[src/rtl/cpu_clock_pkg.sv]
// Shared types for the CPU run/step/halt clock controller.
package cpu_clock_pkg;
   typedef enum logic [1:0] {
      S_HALT = 2'd0,
      S_RUN  = 2'd1,
      S_STEP = 2'd2,
      S_BRK  = 2'd3
   } state_t;

   localparam int CYCLE_W = 32;
endpackage

[src/rtl/debounce.sv]
// Button conditioner: 2-flop synchronizer, stability counter and a rising-edge pulse.
module debounce #(
   parameter int N = 100000
) (
   input  logic clk,
   input  logic rst,
   input  logic din,
   output logic dout,
   output logic rise
);
   localparam int CW = $clog2(N + 1);

   logic          sync1;
   logic          sync2;
   logic [CW-1:0] cnt;

   always_ff @(posedge clk) begin
      if (rst) begin
         sync1 <= 1'b0;
         sync2 <= 1'b0;
         dout  <= 1'b0;
         rise  <= 1'b0;
         cnt   <= '0;
      end else begin
         sync1 <= din;
         sync2 <= sync1;
         rise  <= 1'b0;
         // Any return to the accepted level restarts the stability window.
         if (sync2 == dout) begin
            cnt <= '0;
         end else if (cnt == CW'(N - 1)) begin
            dout <= sync2;
            rise <= sync2;
            cnt  <= '0;
         end else begin
            cnt <= cnt + CW'(1);
         end
      end
   end
endmodule

[src/rtl/cpu_clock_ctrl.sv]
// CPU clock-enable controller: divided RUN pulses, debounced single steps, break on halt_req.
// Optional macro CPU_CLOCK_RUN_LIMIT_EN adds run_limit: stop to S_BRK after that many RUN pulses.
module cpu_clock_ctrl
   import cpu_clock_pkg::*;
#(
   parameter int DIV_W       = 32,
   parameter int DEFAULT_DIV = 5000000,
   parameter int DEBOUNCE_N  = 100000
) (
   input  logic               clk,
   input  logic               rst,
   input  logic               mode_run,
   input  logic               step_btn,
   input  logic [DIV_W-1:0]   div_cfg,
   input  logic               div_load,
   input  logic               halt_req,
`ifdef CPU_CLOCK_RUN_LIMIT_EN
   input  logic [31:0]        run_limit,
`endif
   output logic               cpu_en,
   output logic               clk_div,
   output state_t             state,
   output logic [CYCLE_W-1:0] cycle_count
);
   state_t           nxt;
   logic [DIV_W-1:0] div_reg;
   logic [DIV_W-1:0] counter;
   logic [DIV_W-1:0] cnt_nxt;
   logic             en_nxt;
   logic             ret_brk;
   logic             ret_nxt;
   logic             btn_level;
   logic             step_event;
`ifdef CPU_CLOCK_RUN_LIMIT_EN
   logic [31:0]      run_cnt;
   logic [31:0]      run_nxt;
`endif

   debounce #(.N(DEBOUNCE_N)) u_debounce (
      .clk  (clk),
      .rst  (rst),
      .din  (step_btn),
      .dout (btn_level),
      .rise (step_event)
   );

   always_comb begin
      nxt     = state;
      cnt_nxt = counter;
      en_nxt  = 1'b0;
      ret_nxt = ret_brk;
`ifdef CPU_CLOCK_RUN_LIMIT_EN
      run_nxt = run_cnt;
`endif
      case (state)
         S_HALT: begin
            if (mode_run) begin
               nxt     = S_RUN;
               cnt_nxt = '0;
`ifdef CPU_CLOCK_RUN_LIMIT_EN
               run_nxt = '0;
`endif
            end else if (step_event) begin
               ret_nxt = 1'b0;
               nxt     = S_STEP;
               en_nxt  = 1'b1;
            end
         end
         S_RUN: begin
            // halt_req wins over a terminal count in the same cycle.
            if (halt_req) begin
               nxt = S_BRK;
`ifdef CPU_CLOCK_RUN_LIMIT_EN
            end else if (run_limit != '0 && run_cnt == run_limit) begin
               nxt = S_BRK;
`endif
            end else if (!mode_run) begin
               nxt = S_HALT;
            end else if (counter == div_reg) begin
               en_nxt  = 1'b1;
               cnt_nxt = '0;
`ifdef CPU_CLOCK_RUN_LIMIT_EN
               run_nxt = run_cnt + 32'd1;
`endif
            end else begin
               cnt_nxt = counter + DIV_W'(1);
            end
         end
         S_STEP: begin
            nxt = ret_brk ? S_BRK : S_HALT;
         end
         S_BRK: begin
            if (!mode_run) begin
               nxt = S_HALT;
            end else if (step_event) begin
               ret_nxt = 1'b1;
               nxt     = S_STEP;
               en_nxt  = 1'b1;
            end
         end
         default: nxt = S_HALT;
      endcase
   end

   always_ff @(posedge clk) begin
      if (rst) begin
         state       <= S_HALT;
         div_reg     <= DIV_W'(DEFAULT_DIV);
         counter     <= '0;
         ret_brk     <= 1'b0;
         cpu_en      <= 1'b0;
         clk_div     <= 1'b0;
         cycle_count <= '0;
`ifdef CPU_CLOCK_RUN_LIMIT_EN
         run_cnt     <= '0;
`endif
      end else begin
         state   <= nxt;
         ret_brk <= ret_nxt;
         cpu_en  <= en_nxt;
         // A load restarts the period but never cancels an already-decided pulse.
         counter <= div_load ? '0 : cnt_nxt;
         if (div_load)
            div_reg <= div_cfg;
         if (en_nxt) begin
            clk_div     <= ~clk_div;
            cycle_count <= cycle_count + CYCLE_W'(1);
         end
`ifdef CPU_CLOCK_RUN_LIMIT_EN
         run_cnt <= run_nxt;
`endif
      end
   end

   logic unused_level;
   assign unused_level = btn_level;
endmodule

[config.mk]
export PLATFORM = sky130hd
export DESIGN_NAME = cpu_clock_ctrl
export DESIGN_NICKNAME = d
export VERILOG_FILES = /design/src/rtl/cpu_clock_pkg.sv /design/src/rtl/debounce.sv /design/src/rtl/cpu_clock_ctrl.sv
export SDC_FILE = /design/constraint.sdc
export NUM_CORES = 1
export LEC_CHECK = 0
export ABC_AREA = 0
export CAP_MARGIN = 5
export CELL_PAD_IN_SITES_DETAIL_PLACEMENT = 1
export CELL_PAD_IN_SITES_GLOBAL_PLACEMENT = 2
export CORE_MARGIN = 2
export CORE_UTILIZATION = 33
export DETAILED_ROUTE_END_ITERATION = 12
export PLACE_DENSITY_LB_ADDON = 0.1
export SLEW_MARGIN = 30
export SYNTH_ARGS = -nofsm -noshare
export SYNTH_HDL_FRONTEND = slang
export SYNTH_SLANG_ARGS = --single-unit
[constraint.sdc]
create_clock -name clk -period 2.99 [get_ports clk]
set_clock_uncertainty 0.1 [all_clocks]
set_input_delay 0.4485 -clock clk [delete_from_list [all_inputs] [get_ports clk]]
set_output_delay 0.4485 -clock clk [all_outputs]
set_load 0.01 [all_outputs]
==> run metrics <==
Die Y=roughly 140 um; Worst Path Arrival=2.80 ns; CP cell instances=xnor2_1 -> nand4_1 -> nor4_2 -> buf_4 -> a32oi_4 -> buf_12 -> or4_1 -> a21oi_1; antenna violations before repair=0; hold buffers post-CTS=0; mux cell area share after synthesis=approximately 4.7%; Synth Area in Adders=0.6596%; period utilization=between 80% and 90%; syn nets=around 700; final net count=770; Post-CTS Repair Setup Buffers=0; Die ar.=0.01831 sq mm; area grow syn2layout=28.19%; total gr overflow=0; FF-to-FF End=cycle_count[11]$_SDFFE_PP0P_; Worst Path Max Fanout=60; vias=just over 5000; share of layout cells above drive strength 1=between 7 and 8%; Initial Utilization=between 30% and 40%; GRT Util Overall=between 10% and 20%; Die W=135.3 um; number of synthesized flops with an enable pin=0; clk_lat worst skew=0.42 ns; Post-synth ARST share=0%; Clock transition at path regs=~0.050 ns; Mapped Area=0.005690 sq mm; Worst setup EP type=register; Setup Viol. Count Final=0; hold worst-path end=u_debounce.sync2$_SDFF_PP0_; Rows=between 40 and 50; largest family of logic cells by synthesized area=simple AND/OR/NAND/NOR gates; number of vias per cell=5.221; WP buf/inv=2; Final Hold Viols=0; CP max stage delay=between 0.5 and 0.6 ns; Crit path max-delay family=simple AND/OR/NAND/NOR gates; number of buffers created by CTS=17; crit path kind=reg -> reg; largest net degree at the start of global routing=61; CTS H-tree depth=4; Core Box Area=0.01706 sq mm; pwr dens=554.6 mW/mm^2; Critical Path RT=3.22 ns; Post-Synth XOR/XNOR Area=between 10 and 15%; total negative setup slack=0 ns; max capacitance violation total=0; Post-Synth Simple-Gate Area=26.82%; hold depth=1; Synth Area in Compound Gates=11.46%; routed wire length=15780 um; drt initial violations=around 170; Syn. warnings=0; RSZ-0062 raised after global routing=no; maximum vdd ir drop=about 0.38 mV; CTS max path bufs=2; Port Buffers=73; Tmin final=2.571 ns; post-cts gate resize count=0; clk root buf=clkbuf_16; syn avg cell area=just under 9 sq um; Routability Congestion=0.7441; Worst-Margin Slew=about 0.64 ns; DRT antenna net count=0; final core utilization=42.77%; clk sink count=about 120; min-delay worst type=reg -> reg; post-route DRC violation count=0; Worst Min Path Start=u_debounce.sync1$_SDFF_PP0_; WL/cell=16.35 um; leakage=2.443 nW; slowest CP cell=or4_1; R2R cell count=8; Worst R2R Setup Slack=roughly 0.42 ns; Max Transition Viols Final=0; vias in the first global route=5235; prevailing post-synth register cell=dfxtp_1; Seq/Total Area, Yosys=42.92%; CTS tree=yes; reg2reg start=counter[4]$_SDFFE_PP0P_; DP HPWL=11190 um; Synth Instances=656; Slew HR=57.62%; I/O pin count=74; fmax=0.3890 GHz; Synth cell types=43; first-pass GRT wire length=~27000 um; drt first pass iters=4; status=finished clean; FF+latch count, synth=about 120; Ant. Diodes=0; CP Launch Type=register
metal layers:
layer  share of wire [%]  global-route usage [%]  vias up
li1                    -                       -     2508
met1                  46                   22.48     2446
met2                  50                   32.12       68
met3                 3.0                   4.489       16
met4                 1.3                   5.556        0
met5                   0                       0        -
final cells by class:
type                            count  area [sq um]
Clock inverter                      9         147.6
Timing Repair Buffer               93         883.3
Multi-Input combinational cell    489          3067
Inverter                            6         22.52
Tap cell                          225         281.5
Clock buffer                       21         450.4
Sequential cell                   122          2442
Fill cell                        1980          9762
logic make-up (layout without fill, tap and decap cells):
kind of cell / Yosys count / after routing
and+or+nand+nor: 285 / 285
DFF: 122 / 122
AOI/OAI and AO/OA: 109 / 109
xor gates and xnor gates: 65 / 65
buffers and inverters: 45 / 129
muxes: 27 / 27
adders and majority gates: 3 / 3
cell usage after synthesis (5+ instances only):
cell	number	area share, %
a211o_1	8	1.2
mux2i_1	27	4.7
buf_1	5	0.33
nand3_1	39	3.4
o31ai_1	11	1.5
o22ai_1	11	1.2
nor2_1	76	5.0
and3_1	14	1.5
and4_1	7	1.1
xor2_1	24	3.7
inv_1	6	0.40
nor3_1	9	0.79
or3_1	30	3.3
dfxtp_1	122	43
a21oi_1	49	4.3
nand2_1	37	2.4
clkbuf_1	25	1.6
xnor2_1	41	6.3
nand4_1	32	3.5
o21ai_0	21	1.8
nor2b_1	11	1.2
buf_2	6	0.53
or4_1	12	1.6
cells in the final DEF, fill, tap and decap left out, types with 4 or more instances in the layout:
| cell | synthesis | layout |
|---|---|---|
| clkbuf_16 | 0 | 17 |
| nand3_1 | 39 | 39 |
| a21oi_1 | 49 | 49 |
| bufinv_16 | 0 | 4 |
| inv_1 | 6 | 6 |
| nor2b_1 | 11 | 11 |
| dfxtp_1 | 122 | 122 |
| and4_1 | 7 | 7 |
| buf_4 | 0 | 19 |
| or3_1 | 30 | 30 |
| xnor2_1 | 41 | 41 |
| xor2_1 | 24 | 24 |
| mux2i_1 | 27 | 27 |
| nand4_1 | 32 | 32 |
| clkdlybuf4s50_1 | 0 | 71 |
| and3_1 | 14 | 14 |
| o22ai_1 | 11 | 11 |
| nor2_1 | 76 | 76 |
| or4_1 | 12 | 12 |
| o21ai_0 | 21 | 21 |
| clkinv_2 | 0 | 4 |
| nand2_1 | 37 | 37 |
| o31ai_1 | 11 | 11 |
| a211o_1 | 8 | 8 |
| nor3_1 | 9 | 9 |
how the worst max path moves through the flow:
stage / startpoint / to / slack, ns / cells past startpoint
after global placement: mode_run / cycle_count[14]$_SDFFE_PP0P_ / 0.35 / 7
after CTS: counter[4]$_SDFFE_PP0P_ / cycle_count[11]$_SDFFE_PP0P_ / 0.35 / 8
after floorplan: counter[20]$_SDFFE_PP0P_ / cycle_count[14]$_SDFFE_PP0P_ / 0.82 / 8
final: counter[4]$_SDFFE_PP0P_ / cycle_count[11]$_SDFFE_PP0P_ / 0.42 / 8
after detailed placement: mode_run / cycle_count[11]$_SDFFE_PP0P_ / 0.28 / 7
after global routing: counter[4]$_SDFFE_PP0P_ / cycle_count[11]$_SDFFE_PP0P_ / 0.28 / 8
power by group:
group	switching (mW)	internal [mW]	leakage, nW
Clock	0.721	1.40	0.293
Sequential	0.0277	1.66	0.990
Combinational	0.121	0.118	1.16
per-stage QoR:
stage	instance area (sq um)	hold slack [ns]	total power [mW]	setup slack, ns	cells
finish	7295	0.3325	4.046	0.4191	965
global route	7295	0.3482	4.207	0.2775	965
CTS	7295	0.3376	4.117	0.3478	965
detailed placement	6696	0.3255	1.964	0.2795	935
global placement	6696	0.3196	1.958	0.3505	935
floorplan	5690	0.3138	1.855	0.8196	656
(Power assumes the default switching activity.)
==> RTL edit: new RTL, same settings <==
Build with the macro `CPU_CLOCK_RUN_LIMIT_EN` defined.
--- a/src/rtl/cpu_clock_ctrl.sv
+++ b/src/rtl/cpu_clock_ctrl.sv
@@ -1,5 +1,7 @@
 // CPU clock-enable controller: divided RUN pulses, debounced single steps, break on halt_req.
 // Optional macro CPU_CLOCK_RUN_LIMIT_EN adds run_limit: stop to S_BRK after that many RUN pulses.
+`define CPU_CLOCK_RUN_LIMIT_EN
+
 module cpu_clock_ctrl
    import cpu_clock_pkg::*;
 #(
Ports: changed (added run_limit); port bits go from 74 to 106. The function was not compared with the original's and may differ.
==> RTL edit against the original RTL <==
- synthesized area up 34%
- sequential cell count up 32
- final area up 42%
- worst hold slack worse by 0.075 ns
- critical endpoint is now cycle_count[24]$_SDFFE_PP0P_
- first-iteration DRC count up 67%
- worst setup slack worse by 0.31 ns
- highest routed layer unchanged
- largest cell class unchanged
- largest power group unchanged
- routed wire length up 44%
- power up 16%
==> RTL edit: results (changes against the original RTL) <==
| Metric | Value |
|---|---|
| Gr usage total | 19.1% (+0.71 points) |
| Synth Area in XOR/XNOR | 13.9% (+3.8 points) |
| CP max stage cell | or4_4 |
| Largest net degree at the start of global routing | 43 (-30%) |
| Detailed Route WL | 22.7 mm (+44%) |
| Post-synth cell types | 52 (+21%) |
| Mux contribution to synthesized area | 4.55% (-0.20 points) |
| Post-Syn Nets | 983 (+41%) |
| P_leak | 3.68 nW (+51%) |
| Combinational power | 0.000378 W (+58%) |
| PwrDens | 454 nW/um2 (-18%) |
| Synth Area in Compound Gates | 9.11% (-2.3 points) |
| CP max FO | 5 (-92%) |
| Commonest cells in the netlist | 154 x dfxtp_1, 118 x nor2_1, 105 x xnor2_1, 66 x nand2_1, 44 x nand4_1 |
| Adder-Cell Fraction of Synth Area | 0.654% (-0.0054 points) |
| Initial DRC count | 276 (+67%) |
| Routed len/inst | 16.3 um (-0.50%) |
| Post-cts resize count | 1 (+1) |
| Seq/Total Area, Yosys | 40.3% (-2.6 points) |
| Vias in the first global route | 7,141 (+36%) |
| Place WS | -0.414 ns (-0.693 ns) |
| Grt met2 use | 32.0% (-0.13 points) |
| Max VDD drop | 342 uV (-11%) |
| GR Util met3 | 3.02% (-1.5 points) |
| Outcome | finished clean |
| Hpwl dp | 16.9 mm (+51%) |
| First-pass GRT wire length | 37.3 mm (+41%) |
| Sequential power share | 44.8% (+3.1 points) |
| Switching Share | 25.8% (+4.3 points) |
| Worst path max stage delay | 0.49 ns (-0.04 ns) |
| Syn avg cell area | 8.42 um2 (-3.0%) |
| Routed wl met3 | 562 um (+20%) |
| Slew Limit Headroom | 58.7% (+1.1 points) |
-- RTL edit: cell count changes after synthesis, sizes merged, moves of 17 or more --
cell	change
xnor2	+64
nor4	+20
nand2	+30
dfxtp	+32
o21ai	+17
inv	+17
nor2	+42
-- RTL edit: worst paths after layout --
path | slack (ns) | endpoint | depth (start not counted) | start
worst min-delay path | 0.26 | cpu_en$_SDFF_PP0_ | 2 | rst
worst max register to register | 0.20 | run_cnt[16]$_SDFFE_PP0P_ | 11 | counter[8]$_SDFFE_PP0P_
worst max-delay path | 0.11 | cycle_count[24]$_SDFFE_PP0P_ | 10 | run_limit[24]
worst min register to register | 0.34 | u_debounce.sync2$_SDFF_PP0_ | 1 | u_debounce.sync1$_SDFF_PP0_
-- RTL edit: cell type report --
class	count	area, um2
clock buffer	17	425
sequential	154	3080
timing repair buffer	206	1860
fill	2667	12300
clock inverter	15	173
inverter	23	86.3
tap	285	357
multi-input combinational	693	4400
